### config.mk
export PLATFORM = sky130hd
export DESIGN_NAME = mul_float_arbiter
export DESIGN_NICKNAME = d
export VERILOG_FILES = /design/src/rtl/mul_float_pkg.sv /design/src/rtl/mul_float_tag_fifo.sv /design/src/rtl/mul_float_arbiter.sv
export SDC_FILE = /design/constraint.sdc
export NUM_CORES = 1
export LEC_CHECK = 0
export CAP_MARGIN = 10
export CORE_AREA = 3 3 155 157
export DETAILED_ROUTE_END_ITERATION = 7
export DIE_AREA = 0 0 158 160
export PLACE_DENSITY = 0.82
export SYNTH_ARGS = -nofsm -noshare
export SYNTH_HDL_FRONTEND = slang
export SYNTH_SLANG_ARGS = --single-unit
### constraint.sdc
create_clock -name iCLOCK -period 8.6 [get_ports iCLOCK]
set_input_delay 1.29 -clock iCLOCK [delete_from_list [all_inputs] [get_ports iCLOCK]]
set_output_delay 1.29 -clock iCLOCK [all_outputs]
set_load 0.02 [all_outputs]
### src/rtl/mul_float_pkg.sv
// Shared constants, tag-FIFO entry type and id-width helper for the
// float multiplier arbiter.
package mul_float_pkg;

    localparam logic [31:0] P_ZERO = 32'h0000_0000;
    localparam logic [31:0] P_INF  = 32'h7F80_0000;
    localparam logic [31:0] P_NAN  = 32'h7FC0_0000;

    // Widest requester id supported (8 requesters).
    localparam int P_TAG_ID_W = 3;

    typedef struct packed {
        logic [P_TAG_ID_W-1:0] id;
    } tag_entry_t;

    function automatic int f_id_w(input int n);
        return (n <= 2) ? 1 : $clog2(n);
    endfunction

endpackage

### src/rtl/mul_float_tag_fifo.sv
// In-order tag FIFO: remembers which requester owns each multiplier op.
module mul_float_tag_fifo
    import mul_float_pkg::*;
#(
    parameter int P_DEPTH = 8,
    localparam int CW = $clog2(P_DEPTH + 1),
    localparam int PW = (P_DEPTH > 1) ? $clog2(P_DEPTH) : 1
) (
    input  logic          iCLOCK,
    input  logic          inRESET,
    input  logic          iCLEAR,
    input  logic          iPUSH,
    input  tag_entry_t    iPUSH_DATA,
    input  logic          iPOP,
    output tag_entry_t    oHEAD,
    output logic [CW-1:0] oCOUNT,
    output logic          oEMPTY
);

    tag_entry_t    mem_q [P_DEPTH];
    tag_entry_t    mem_d [P_DEPTH];
    logic [PW-1:0] wr_q, wr_d, rd_q, rd_d;
    logic [CW-1:0] count_q, count_d;
    logic          full, empty, do_push, do_pop;

    always_comb begin
        full    = (count_q == CW'(P_DEPTH));
        empty   = (count_q == '0);
        do_push = iPUSH && !full;
        do_pop  = iPOP && !empty;

        mem_d = mem_q;
        if (do_push) mem_d[wr_q] = iPUSH_DATA;

        wr_d = wr_q;
        rd_d = rd_q;
        if (do_push) wr_d = (wr_q == PW'(P_DEPTH - 1)) ? '0 : wr_q + 1'b1;
        if (do_pop)  rd_d = (rd_q == PW'(P_DEPTH - 1)) ? '0 : rd_q + 1'b1;

        unique case ({do_push, do_pop})
            2'b10:   count_d = count_q + 1'b1;
            2'b01:   count_d = count_q - 1'b1;
            default: count_d = count_q;
        endcase

        // Clearing drops in-flight tags; stale memory contents are harmless.
        if (iCLEAR) begin
            wr_d    = '0;
            rd_d    = '0;
            count_d = '0;
        end
    end

    always_ff @(posedge iCLOCK or negedge inRESET) begin
        if (!inRESET) begin
            mem_q   <= '{default: '0};
            wr_q    <= '0;
            rd_q    <= '0;
            count_q <= '0;
        end else begin
            mem_q   <= mem_d;
            wr_q    <= wr_d;
            rd_q    <= rd_d;
            count_q <= count_d;
        end
    end

    assign oHEAD  = mem_q[rd_q];
    assign oCOUNT = count_q;
    assign oEMPTY = empty;

endmodule

### src/rtl/mul_float_arbiter.sv
// Round-robin sharing of one pipelined float multiplier among P_REQ_N
// requesters, with registered issue and response stages.
module mul_float_arbiter
    import mul_float_pkg::*;
#(
    parameter int P_REQ_N     = 4,
    parameter int P_TAG_DEPTH = 8,
    parameter int P_ID_W      = f_id_w(P_REQ_N)
) (
    input  logic                  iCLOCK,
    input  logic                  inRESET,
    input  logic                  iRESET_SYNC,
    input  logic [P_REQ_N-1:0]    iREQ_VALID,
    output logic [P_REQ_N-1:0]    oREQ_BUSY,
    input  logic [P_REQ_N*32-1:0] iREQ_A,
    input  logic [P_REQ_N*32-1:0] iREQ_B,
    output logic                  oMUL_VALID,
    input  logic                  iMUL_BUSY,
    output logic [31:0]           oMUL_A,
    output logic [31:0]           oMUL_B,
    input  logic                  iMUL_VALID,
    output logic                  oMUL_BUSY,
    input  logic [31:0]           iMUL_DATA,
    output logic [P_REQ_N-1:0]    oRES_VALID,
    input  logic [P_REQ_N-1:0]    iRES_BUSY,
    output logic [31:0]           oRES_DATA,
    output logic                  oERR
);

    localparam int CW = $clog2(P_TAG_DEPTH + 1);

    logic [P_REQ_N-1:0] grant;
    logic [P_ID_W-1:0]  grant_id, idx;
    logic               can_grant, found;

    logic [P_ID_W-1:0]  rr_last_q, rr_last_d;
    logic               issue_valid_q, issue_valid_d;
    logic [31:0]        issue_a_q, issue_a_d, issue_b_q, issue_b_d;
    logic               res_valid_q, res_valid_d;
    logic [31:0]        res_data_q, res_data_d;
    logic [P_ID_W-1:0]  res_id_q, res_id_d;
    logic               err_q, err_d;

    logic               mul_busy, push, pop, fifo_empty;
    logic [CW-1:0]      tag_count;
    tag_entry_t         push_entry, head_entry;
    logic [P_REQ_N-1:0] res_vec;

    mul_float_tag_fifo #(.P_DEPTH(P_TAG_DEPTH)) u_tag_fifo (
        .iCLOCK     (iCLOCK),
        .inRESET    (inRESET),
        .iCLEAR     (iRESET_SYNC),
        .iPUSH      (push),
        .iPUSH_DATA (push_entry),
        .iPOP       (pop),
        .oHEAD      (head_entry),
        .oCOUNT     (tag_count),
        .oEMPTY     (fifo_empty)
    );

    // Count is registered, so a pop this cycle cannot free a slot this cycle.
    always_comb begin
        grant     = '0;
        grant_id  = '0;
        idx       = '0;
        found     = 1'b0;
        can_grant = (tag_count < CW'(P_TAG_DEPTH)) && !iMUL_BUSY;
        for (int k = 1; k <= P_REQ_N; k++) begin
            idx = P_ID_W'((int'(rr_last_q) + k) % P_REQ_N);
            if (!found && can_grant && iREQ_VALID[idx]) begin
                grant[idx] = 1'b1;
                grant_id   = idx;
                found      = 1'b1;
            end
        end
    end

    assign mul_busy = res_valid_q && iRES_BUSY[res_id_q];

    always_comb begin
        rr_last_d     = rr_last_q;
        issue_valid_d = issue_valid_q;
        issue_a_d     = issue_a_q;
        issue_b_d     = issue_b_q;
        res_valid_d   = res_valid_q;
        res_data_d    = res_data_q;
        res_id_d      = res_id_q;
        err_d         = err_q;
        push          = |grant;
        pop           = 1'b0;
        push_entry.id = P_TAG_ID_W'(grant_id);

        if (!iMUL_BUSY) begin
            issue_valid_d = |grant;
            if (|grant) begin
                issue_a_d = iREQ_A[int'(grant_id)*32 +: 32];
                issue_b_d = iREQ_B[int'(grant_id)*32 +: 32];
            end
        end
        if (|grant) rr_last_d = grant_id;

        if (!mul_busy) begin
            res_valid_d = iMUL_VALID && !fifo_empty;
            res_data_d  = iMUL_DATA;
            res_id_d    = P_ID_W'(head_entry.id);
            pop         = iMUL_VALID && !fifo_empty;
            // A result with no owner is a protocol violation; drop it.
            if (iMUL_VALID && fifo_empty) err_d = 1'b1;
        end

        if (iRESET_SYNC) begin
            rr_last_d     = P_ID_W'(P_REQ_N - 1);
            issue_valid_d = 1'b0;
            issue_a_d     = P_ZERO;
            issue_b_d     = P_ZERO;
            res_valid_d   = 1'b0;
            res_data_d    = P_ZERO;
            res_id_d      = '0;
            err_d         = 1'b0;
            push          = 1'b0;
            pop           = 1'b0;
        end
    end

    always_ff @(posedge iCLOCK or negedge inRESET) begin
        if (!inRESET) begin
            rr_last_q     <= P_ID_W'(P_REQ_N - 1);
            issue_valid_q <= 1'b0;
            issue_a_q     <= P_ZERO;
            issue_b_q     <= P_ZERO;
            res_valid_q   <= 1'b0;
            res_data_q    <= P_ZERO;
            res_id_q      <= '0;
            err_q         <= 1'b0;
        end else begin
            rr_last_q     <= rr_last_d;
            issue_valid_q <= issue_valid_d;
            issue_a_q     <= issue_a_d;
            issue_b_q     <= issue_b_d;
            res_valid_q   <= res_valid_d;
            res_data_q    <= res_data_d;
            res_id_q      <= res_id_d;
            err_q         <= err_d;
        end
    end

    always_comb begin
        res_vec = '0;
        for (int i = 0; i < P_REQ_N; i++) begin
            res_vec[i] = res_valid_q && (res_id_q == P_ID_W'(i));
        end
    end

    assign oREQ_BUSY  = ~grant;
    assign oMUL_VALID = issue_valid_q;
    assign oMUL_A     = issue_a_q;
    assign oMUL_B     = issue_b_q;
    assign oMUL_BUSY  = mul_busy;
    assign oRES_VALID = res_vec;
    assign oRES_DATA  = res_data_q;
    assign oERR       = err_q;

endmodule

==> reports/qor.yml, run 1 <==
synth_enable_flop_cells: 0
final_max_slew_viol_count: 0
crit_path_max_fanout: 78
max_freq_ghz: 0.164
ant_nets: 0
drc: 0
worstPathArrival_ns: 4.82
final_common_cell: "clkdlybuf4s50_1"
synth_top_area_share_pct: 30.8
post-route-period-util_pct: 71.1
grt_usage_pct: 31.2
start_util_pct: 45.5
core_um2: 22600
crit_type: "register to output pin"
synth.distinct_cells: 58
synth.area.top_cells: "dfrtp_1 31%, nand2_1 9.6%, nand3_1 6.3%"
period_needed_ns: 6.11
start_kind: "register"
slew_headroom_pct: 16.0
postSynth.asyncResetShare_pct: 100
final_core_util_pct: 65.8
ys_seq_elements: 129
gp_congestion: 0.914
seq_area_frac_synth_pct: 31.3
layout_common_cells: "405 x clkdlybuf4s50_1, 264 x nand2_1, 128 x nand3_1, 127 x dfrtp_1, 102 x a21oi_1"
nFillCells: 1879
first_global_vias: 11500
synth_area_per_cell_um2: 7.99
drt_iter0_drc: 1386
die_y_um: 160
skew_ns: 0.0119
nets: 1905
htreeDepth: 4
rows: 55
holdWs_ns: 0.501
post-place-ws_ns: 2.52
areaGrowthSynthToFinish_pct: 44.4
synthCells: 1290
synth_top_area_cell: "dfrtp_1"
wl_per_cell_um: 22.0
peakVddDrop_mv: 0.310
grt_max_degree: 90
leakage_nw: 6.58
hpwl_um: 28500
required_ns: 7.31
finalHoldViolCount: 0
netlist_area_um2: 10300
drt-vias-per-instance: 6.39
wirelength_um: 41600
setup-violations-final: 0
die-width_um: 158
vias: 12100
antenna_found_initial: 2
hold_path_class: "register to register"
power_density_nw_per_um2: 281
layout_setup_ws_ns: 2.49
cts_tree: "built"
cts_buffers: 17
dieArea_um2: 25300
syn-num-nets: 1606
grt_pass1_wl_um: 63600
cts_hold_buf: 0
hold_depth: 1
r2r_cells: 14
crit_path_end_kind: "output pin"
io_buffers: 407
status: "complete, no violations"
clk_pin_slew_ns: 0.06
fin_setup_tns_ns: 0
drtPass1Iterations: 7
ios: 408
worstMarginPinSlew_ns: 1.23
layout-drive-gt1-share_pct: 6.30
cts_setup_buffers: 0
overflow: 0
cts_resized: 0
cts_buffer_depth: 2
insertion_delay_ns: 0.42
ys.flop_type: "dfrtp_1"
cts.sinks: 129
clockRootBuffer: "clkbuf_16"
yosysWarnings: 0
cap_violations: 0
rsz0062_at_grt: "false"
==> synthesized netlist by cell type (all sizes together), types with 9 or more instances <==
library cell	instances
nand2	265
nand3	129
dfrtp	127
clkbuf	114
a21oi	103
a221oi	68
a21o	66
and3	66
nand3b	66
o31ai	64
a2111oi	63
buf	32
mux2	19
ha	14
nor2	12
mux2i	10
mux4	9
==> metal layers <==
layer  track usage (%)  vias to the layer above  share of wire [%]
met3              7.78                      121                 11
met2              51.9                      775                 48
met5                 0                        -                  0
met1              38.4                     5740                 37
met4              13.1                        0                4.3
li1                  -                     5440                  -
==> layout make-up <==
type / count / area (µm²) / area share (%)
Antenna cell: 2 / 5.00 / 0.0336
Clock buffer: 17 / 425 / 2.86
Clock inverter: 15 / 158 / 1.06
Inverter: 4 / 16.3 / 0.109
Multi-Input combinational cell: 1011 / 6480 / 43.5
Sequential cell: 129 / 3230 / 21.7
Tap cell: 285 / 357 / 2.40
Timing Repair Buffer: 426 / 4220 / 28.3
==> critical path: stages (launching register included) <==
cell	delay, ns
dfstp_4	1.19
clkinv_2	0.29
ha_1	0.60
mux4_2	0.61
nor2b_4	0.17
and3_4	0.67
a221oi_1	0.23
clkdlybuf4s50_1	0.62
==> power by group <==
group,switching (mW),internal (mW)
sequential,0.150,0.747
combinational,1.51,1.04
clock,0.298,0.430
total,1.96,2.22
==> sequential cells by signal, indices dropped and copies added (netlist names), 2 cells and up <==
signal	cells
u_tag_fifo.mem_q	16
oMUL_A	32
rr_last_q	2
u_tag_fifo.rd_q	3
oMUL_B	32
u_tag_fifo.wr_q	3
res_id_q	2
u_tag_fifo.oCOUNT	4
oRES_DATA	32
==> logic make-up (layout without fill, tap and decap cells) <==
logic type               Yosys count  count (layout)  synth area share [%]
AND/OR/NAND/NOR                  574             574                  27.9
AO/OA/AOI/OAI                    382             382                  27.1
buffers and inverters            150             462                  6.39
flip-flops                       129             129                  31.3
multiplexers                      38              38                  5.08
adder cells (fa/ha/maj)           15              15                  1.89
XOR/XNOR                           2               2                 0.352
other                              0               2                     0
==> path summary, 6_finish.rpt <==
kind / start / end / slack (ns)
min in group asynchronous: inRESET / oRES_DATA[21] / 0.79
worst max-delay path: rr_last_q[0] / oREQ_BUSY[1] / 2.49
worst max register to register: rr_last_q[0] / u_tag_fifo.oCOUNT[3] / 2.49
worst min register to register: u_tag_fifo.mem_q[3] / u_tag_fifo.mem_q[3] / 0.50
max in group asynchronous: inRESET / oMUL_A[24] / 6.30
worst min-delay path: u_tag_fifo.mem_q[3] / u_tag_fifo.mem_q[3] / 0.50
==> stage by stage <==
stage	std cells	power, mW	cell area (µm²)
after global routing	1889	4.42	14900
final	1889	4.18	14900
after floorplan	1290	2.65	10300
after CTS	1887	4.16	14900
after global placement	1855	3.36	14300
after detailed placement	1855	3.42	14300
(Power assumes the default switching activity.)
==> run 2, diff against run 1 <==
Settings changed: CORE_AREA 3 3 155 157 to not set, CORE_MARGIN set to 3, CORE_UTILIZATION set to 41, DIE_AREA 0 0 158 160 to not set, PLACE_DENSITY 0.82 to 0.79.
Clock period 8.6 ns to 5.2 ns, I/O delays scaled along.
==> reports/qor.yml, run 2 (same netlist as run 1, synthesis figures left out) <==
status: "complete, no violations"
worstPathArrival_ns: 4.96  # +0.14 ns
crit_path_max_fanout: 39  # -50%
fin_setup_tns_ns: 0  # unchanged
gp_congestion: 0.940  # +2.9%
r2r_slack_ns: 0.50  # -1.99 ns
post-place-ws_ns: 0.652  # -1.87 ns
drtPass1Iterations: 5  # -2
layout-drive-gt1-share_pct: 7.02  # +0.71 points
worstMarginPinSlew_ns: 1.00  # -0.233 ns
crit_end: "oMUL_B[19]"
instances_no_fill: 1936  # +2.5%
rows: 57  # +3.6%
cts_setup_buffers: 0  # unchanged
htreeDepth: 4  # unchanged
antenna_found_initial: 4  # +2
cp_cell_sequence: "inv_1 > ha_1 > mux4_2 > and3_1 > nor2_4 > mux2i_4 > buf_4 > a2111oi_0 > o31ai_1"
drt_iter0_drc: 1302  # -6.1%
dp.cells: 1903  # +2.6%
wirelength_um: 43200  # +3.8%
cts_buffer_depth: 2  # unchanged
crit_type: "register to register"
die_y_um: 165  # +2.9%
final_max_slew_viol_count: 0  # unchanged
die-width_um: 165  # +4.2%
cts_buffers: 17  # unchanged
required_ns: 5.46  # -1.85 ns
final_common_cell: "clkdlybuf4s50_1"
reg2reg_from: "rr_last_q[1]"
multiInputGateArea_um2: 6500  # +0.39%
cap_violations: 0  # unchanged
r2r_end: "oMUL_B[19]"
areaGrowthSynthToFinish_pct: 46.1
slew_headroom_pct: 33.3  # +17 points
dieArea_um2: 27100  # +7.2%
cpLargestDelayFamily: "simple AND/OR/NAND/NOR gates"
setup-violations-final: 0  # unchanged
nets: 1914  # +0.47%
cts_hold_buf: 0  # unchanged
grt_usage_pct: 30.8  # -0.45 points
period_needed_ns: 4.70
cts.sinks: 129  # unchanged
hold_path_class: "primary input to asynchronous set/reset pin"
post-route-period-util_pct: 90.4
grt_pass1_wl_um: 66400  # +4.4%
hpwl_um: 29500  # +3.6%
ios: 408  # unchanged
clockRootBuffer: "clkbuf_16"
first_global_vias: 11800  # +2.6%
cts_tree: "built"
core_um2: 24500  # +8.4%
ant_nets: 0  # unchanged
drc: 0  # unchanged
clk_pin_slew_ns: 0.06  # about the same
insertion_delay_ns: 0.43  # about the same
power_density_nw_per_um2: 471  # +68%
io_buffers: 407  # unchanged
grt_max_degree: 102  # +13%
leakage_nw: 6.64  # +0.96%
r2r_cells: 9  # -5
cpPeakStageDelay_ns: 0.87  # -0.32 ns
nFillCells: 2166  # +15%
layout_setup_ws_ns: 0.501  # -1.99 ns
max_freq_ghz: 0.213
crit_cells: 9  # +2
overflow: 0  # unchanged
cp_num_buf_inv: 2  # unchanged
layout_common_cells: "405 x clkdlybuf4s50_1, 264 x nand2_1, 128 x nand3_1, 127 x dfrtp_1, 102 x a21oi_1"
start_kind: "register"
wl_per_cell_um: 22.3  # +1.3%
finalHoldViolCount: 0  # unchanged
cp_slowest_cell: "a2111oi_0"
drt-vias-per-instance: 6.29  # -1.7%
peakVddDrop_mv: 0.460  # +48%
regArea_um2: 3230  # unchanged
cts_resized: 0  # unchanged
vias: 12200  # +0.76%
start_util_pct: 42.0  # -3.5 points
skew_ns: 0.0214  # +0.00955 ns
crit_path_end_kind: "register"
rsz0062_at_grt: "false"
cp-startpoint: "rr_last_q[1]"
[run 2: changes by cell type in the layout (fill, tap and decap cells not counted), sizes merged]
cell      before  now
bufinv         2    3
clkbuf        17   20
inv            8    5
buf           21   30
clkinv         8    5
clkinvlp       1    2
[run 2: worst min path at each step]
stage / from / cells after the start / to
6_report: inRESET / 1 / oRES_DATA[10]
3_5_place_dp: u_tag_fifo.mem_q[22] / 1 / u_tag_fifo.mem_q[22]
5_1_grt: u_tag_fifo.mem_q[15] / 1 / u_tag_fifo.mem_q[15]
4_1_cts: inRESET / 1 / oRES_DATA[10]
2_1_floorplan: u_tag_fifo.mem_q[6] / 1 / u_tag_fifo.mem_q[6]
3_3_place_gp: u_tag_fifo.mem_q[18] / 1 / u_tag_fifo.mem_q[18]
[run 2: area by class of cell]
class	instances	share of cell area, %
multi-input combinational	1011	43.2
timing repair buffer	435	28.4
sequential	129	21.5
clock buffer	20	3.10
tap	324	2.69
clock inverter	11	1.02
inverter	4	0.108
antenna	2	0.0332
[run 2: report_power, final]
part	switching (mW)	leakage [nW]	total [mW]	internal, mW
combinational	2.63	4.62	4.40	1.77
clock	0.480	0.299	1.27	0.794
sequential	0.182	1.72	1.42	1.23
[run 2: metrics by stage]
stage / total power [mW] / cell area (µm²) / hold WS, ns / util (%)
after CTS: 7.05 / 15100 / 0.508 / 61.4
after global placement: 5.67 / 14400 / 0.484 / 58.9
after global routing: 7.52 / 15100 / 0.531 / 61.4
after floorplan: 4.39 / 10300 / 0.474 / -
final: 7.09 / 15100 / 0.462 / 61.4
after detailed placement: 5.75 / 14400 / 0.494 / 58.9
[run 2: layer usage]
layer,GRT usage (%),part of all wire (%),vias to the layer above
met1,39.5,38,5852
met4,10.8,3.2,6
met5,0,0.095,-
met2,49.7,48,750
met3,8.65,11,100
li1,-,-,5460
==> run 3, diff against run 2 <==
Settings changed: ABC_AREA set to 1, CORE_AREA set to 3 3 159 161, CORE_MARGIN 3 to not set, CORE_UTILIZATION 41 to not set, DIE_AREA set to 0 0 162 164, PLACE_DENSITY 0.79 to 0.71.
==> reports/qor.yml, run 3 <==
status: "complete, no violations"
core_um2: 24100  # -1.7%
drt-vias-per-instance: 4.80  # -24%
die_y_um: 164  # -0.36%
start_kind: "register"
ys.flop_type: "dfrtp_1"
power_density_nw_per_um2: 477  # +1.3%
cts.sinks: 129  # unchanged
crit_path_max_fanout: 12  # -69%
grt_max_degree: 92  # -9.8%
cts_buffer_depth: 2  # unchanged
r2r_slack_ns: 1.50  # +1.00 ns
leakage_nw: 6.07  # -8.6%
peakVddDrop_mv: 0.208  # -55%
synth_top_area_share_pct: 40.5  # +9.7 points
postSynth.asyncResetShare_pct: 100  # unchanged
ys_seq_elements: 129  # unchanged
drc: 0  # unchanged
start_util_pct: 32.5  # -9.5 points
synth_top_area_cell: "dfrtp_1"
r2r_end: "oMUL_A[26]"
post-route-period-util_pct: 75.1  # -15 points
rows: 57  # unchanged
insertion_delay_ns: 0.41  # -0.02 ns
final_max_slew_viol_count: 0  # unchanged
worstPathArrival_ns: 3.12  # -1.84 ns
synth_area_per_cell_um2: 6.97  # -13%
hold_path_class: "primary input to asynchronous set/reset pin"
synthTopCellsByCount: "526 x nand2_1, 182 x nand3_1, 127 x dfrtp_1"
cts_resized: 0  # unchanged
clk_pin_slew_ns: 0.06  # about the same
yosysMostFrequentCell: "nand2_1"
final_common_cell: "nand2_1"
die-width_um: 162  # -1.6%
placed_area_um2: 12100  # -16%
rsz0062_at_grt: "false"
setup-violations-final: 0  # unchanged
finalHoldViolCount: 0  # unchanged
swShare_pct: 46.5  # +0.087 points
clockRootBuffer: "clkbuf_16"
ios: 408  # unchanged
clkPwrFrac_pct: 20.3  # +2.3 points
hpwl_um: 22500  # -24%
gp_congestion: 0.886  # -5.7%
netlist_area_um2: 7850  # -24%
seq_area_frac_synth_pct: 41.2  # +9.8 points
cellInternalPower_mw: 3.24  # -15%
reg2reg_from: "rr_last_q[0]"
worstMarginPinSlew_ns: 0.920  # -0.0804 ns
nets: 1811  # -5.4%
r2r_cells: 16  # +7
pwr-share-comb_pct: 56.8  # -5.2 points
crit_type: "register to output pin"
slew_headroom_pct: 38.7  # +5.4 points
htreeDepth: 4  # unchanged
cts_buffers: 17  # unchanged
synthCells: 1126  # -13%
ant_nets: 0  # unchanged
layout_common_cells: "526 x nand2_1, 406 x clkdlybuf4s50_1, 181 x nand3_1, 127 x dfrtp_1, 66 x a21oi_1"
cts_setup_buffers: 0  # unchanged
drtPass1Iterations: 5  # unchanged
cap_violations: 0  # unchanged
cts_tree: "built"
grt_pass1_wl_um: 45800  # -31%
max_freq_ghz: 0.256  # +20%
period_needed_ns: 3.90  # -0.796 ns
switchingPower_mw: 2.82  # -14%
nFillCells: 2393  # +10%
grt_usage_pct: 21.7  # -9.0 points
vias: 8799  # -28%
fin_setup_tns_ns: 0  # unchanged
drt_iter0_drc: 609  # -53%
cp-startpoint: "rr_last_q[0]"
layout-drive-gt1-share_pct: 5.84  # -1.2 points
wirelength_um: 29700  # -31%
first_global_vias: 8522  # -28%
areaGrowthSynthToFinish_pct: 62.0
synth_enable_flop_cells: 0  # unchanged
required_ns: 4.42  # -1.04 ns
io_buffers: 407  # unchanged
syn-num-nets: 1442  # -10%
crit_path_end_kind: "output pin"
p_seq_share_pct: 22.9  # +2.9 points
synth.area.top_cells: "dfrtp_1 41%, nand2_1 25%, nand3_1 12%"
skew_ns: 0.00921  # -0.0122 ns
dieArea_um2: 26600  # -1.9%
overflow: 0  # unchanged
cts_hold_buf: 0  # unchanged
fin_area_um2: 12700  # -16%
wl_per_cell_um: 16.2  # -27%
yosysWarnings: 0  # unchanged
synth.distinct_cells: 37  # -36%
antenna_found_initial: 3  # -1
[run 3: changes by cell type in the layout (fill, tap and decap cells not counted), moves of 65 or more]
cell	before	now
a21o_1	66	0
and3_1	65	0
nand2_1	264	526
nand3b_1	66	1
[run 3: cell families (layout without fill, tap and decap cells)]
group / after synthesis / after routing / share of synthesized area (%)
AND/OR/NAND/NOR: 769 / 769 / 42.2
flip-flops: 129 / 129 / 41.2
buffers and inverters: 106 / 488 / 6.73
AO/OA/AOI/OAI: 105 / 105 / 7.21
adder cells (fa/ha/maj): 15 / 15 / 2.49
XOR/XNOR: 2 / 2 / 0.223
other: 0 / 3 / 0
[run 3: power groups by stage]
stage / registers (mW) / clock network, mW / logic (mW)
floorplan: 1.56 / 0 / 2.17
global placement: 1.40 / 0 / 3.42
detailed placement: 1.40 / 0 / 3.45
CTS: 1.39 / 1.26 / 3.46
global route: 1.42 / 1.31 / 3.82
finish: 1.39 / 1.23 / 3.44
[run 3: area by class of cell]
type,count,area (µm²),area share (%)
Clock inverter,11,126,0.994
Multi-Input combinational cell,891,4120,32.4
Inverter,35,136,1.07
Tap cell,324,405,3.19
Timing Repair Buffer,421,4210,33.1
Antenna cell,3,7.51,0.0591
Clock buffer,21,480,3.78
Sequential cell,129,3230,25.4
[run 3: per-stage QoR]
| step | std cells | hold slack [ns] | worst slack (ns) | power (mW) | utilization [%] |
|---|---|---|---|---|---|
| 2_1_floorplan | 1126 | 0.448 | 2.05 | 3.73 | - |
| 3_3_place_gp | 1800 | 0.463 | 1.55 | 4.82 | 50.2 |
| 3_5_place_dp | 1800 | 0.464 | 1.52 | 4.85 | 50.2 |
| 4_1_cts | 1832 | 0.481 | 1.27 | 6.11 | 52.7 |
| 5_1_grt | 1835 | 0.495 | 1.05 | 6.55 | 52.7 |
| 6_report | 1835 | 0.434 | 1.30 | 6.06 | 52.7 |
[run 3: per-layer routing]
metal  track usage (%)  wire length [µm]  part of all wire (%)
met1              26.4             12000                    40
met2              36.2             14500                    49
met3              6.61              2320                   7.8
met4              8.69               962                   3.2
met5                 0                 0                     0
[run 3: worst max path at each step]
stage	to	cells after the start
CTS	oREQ_BUSY[0]	11
floorplan	u_tag_fifo.oCOUNT[3]	21
detailed placement	oMUL_A[26]	15
finish	oREQ_BUSY[0]	11
global route	oREQ_BUSY[0]	11
global placement	oMUL_B[14]	15
[run 3: worst max-delay path, cell delays in order, from the launching register on]
cell             delay (ns)
dfstp_2                0.66
inv_2                  0.17
ha_1                   0.40
inv_1                  0.11
nand3_2                0.10
nand2_4                0.11
nand2_2                0.08
nor2_4                 0.20
nand3_1                0.11
nand3_1                0.13
inv_1                  0.07
clkdlybuf4s50_1        0.56
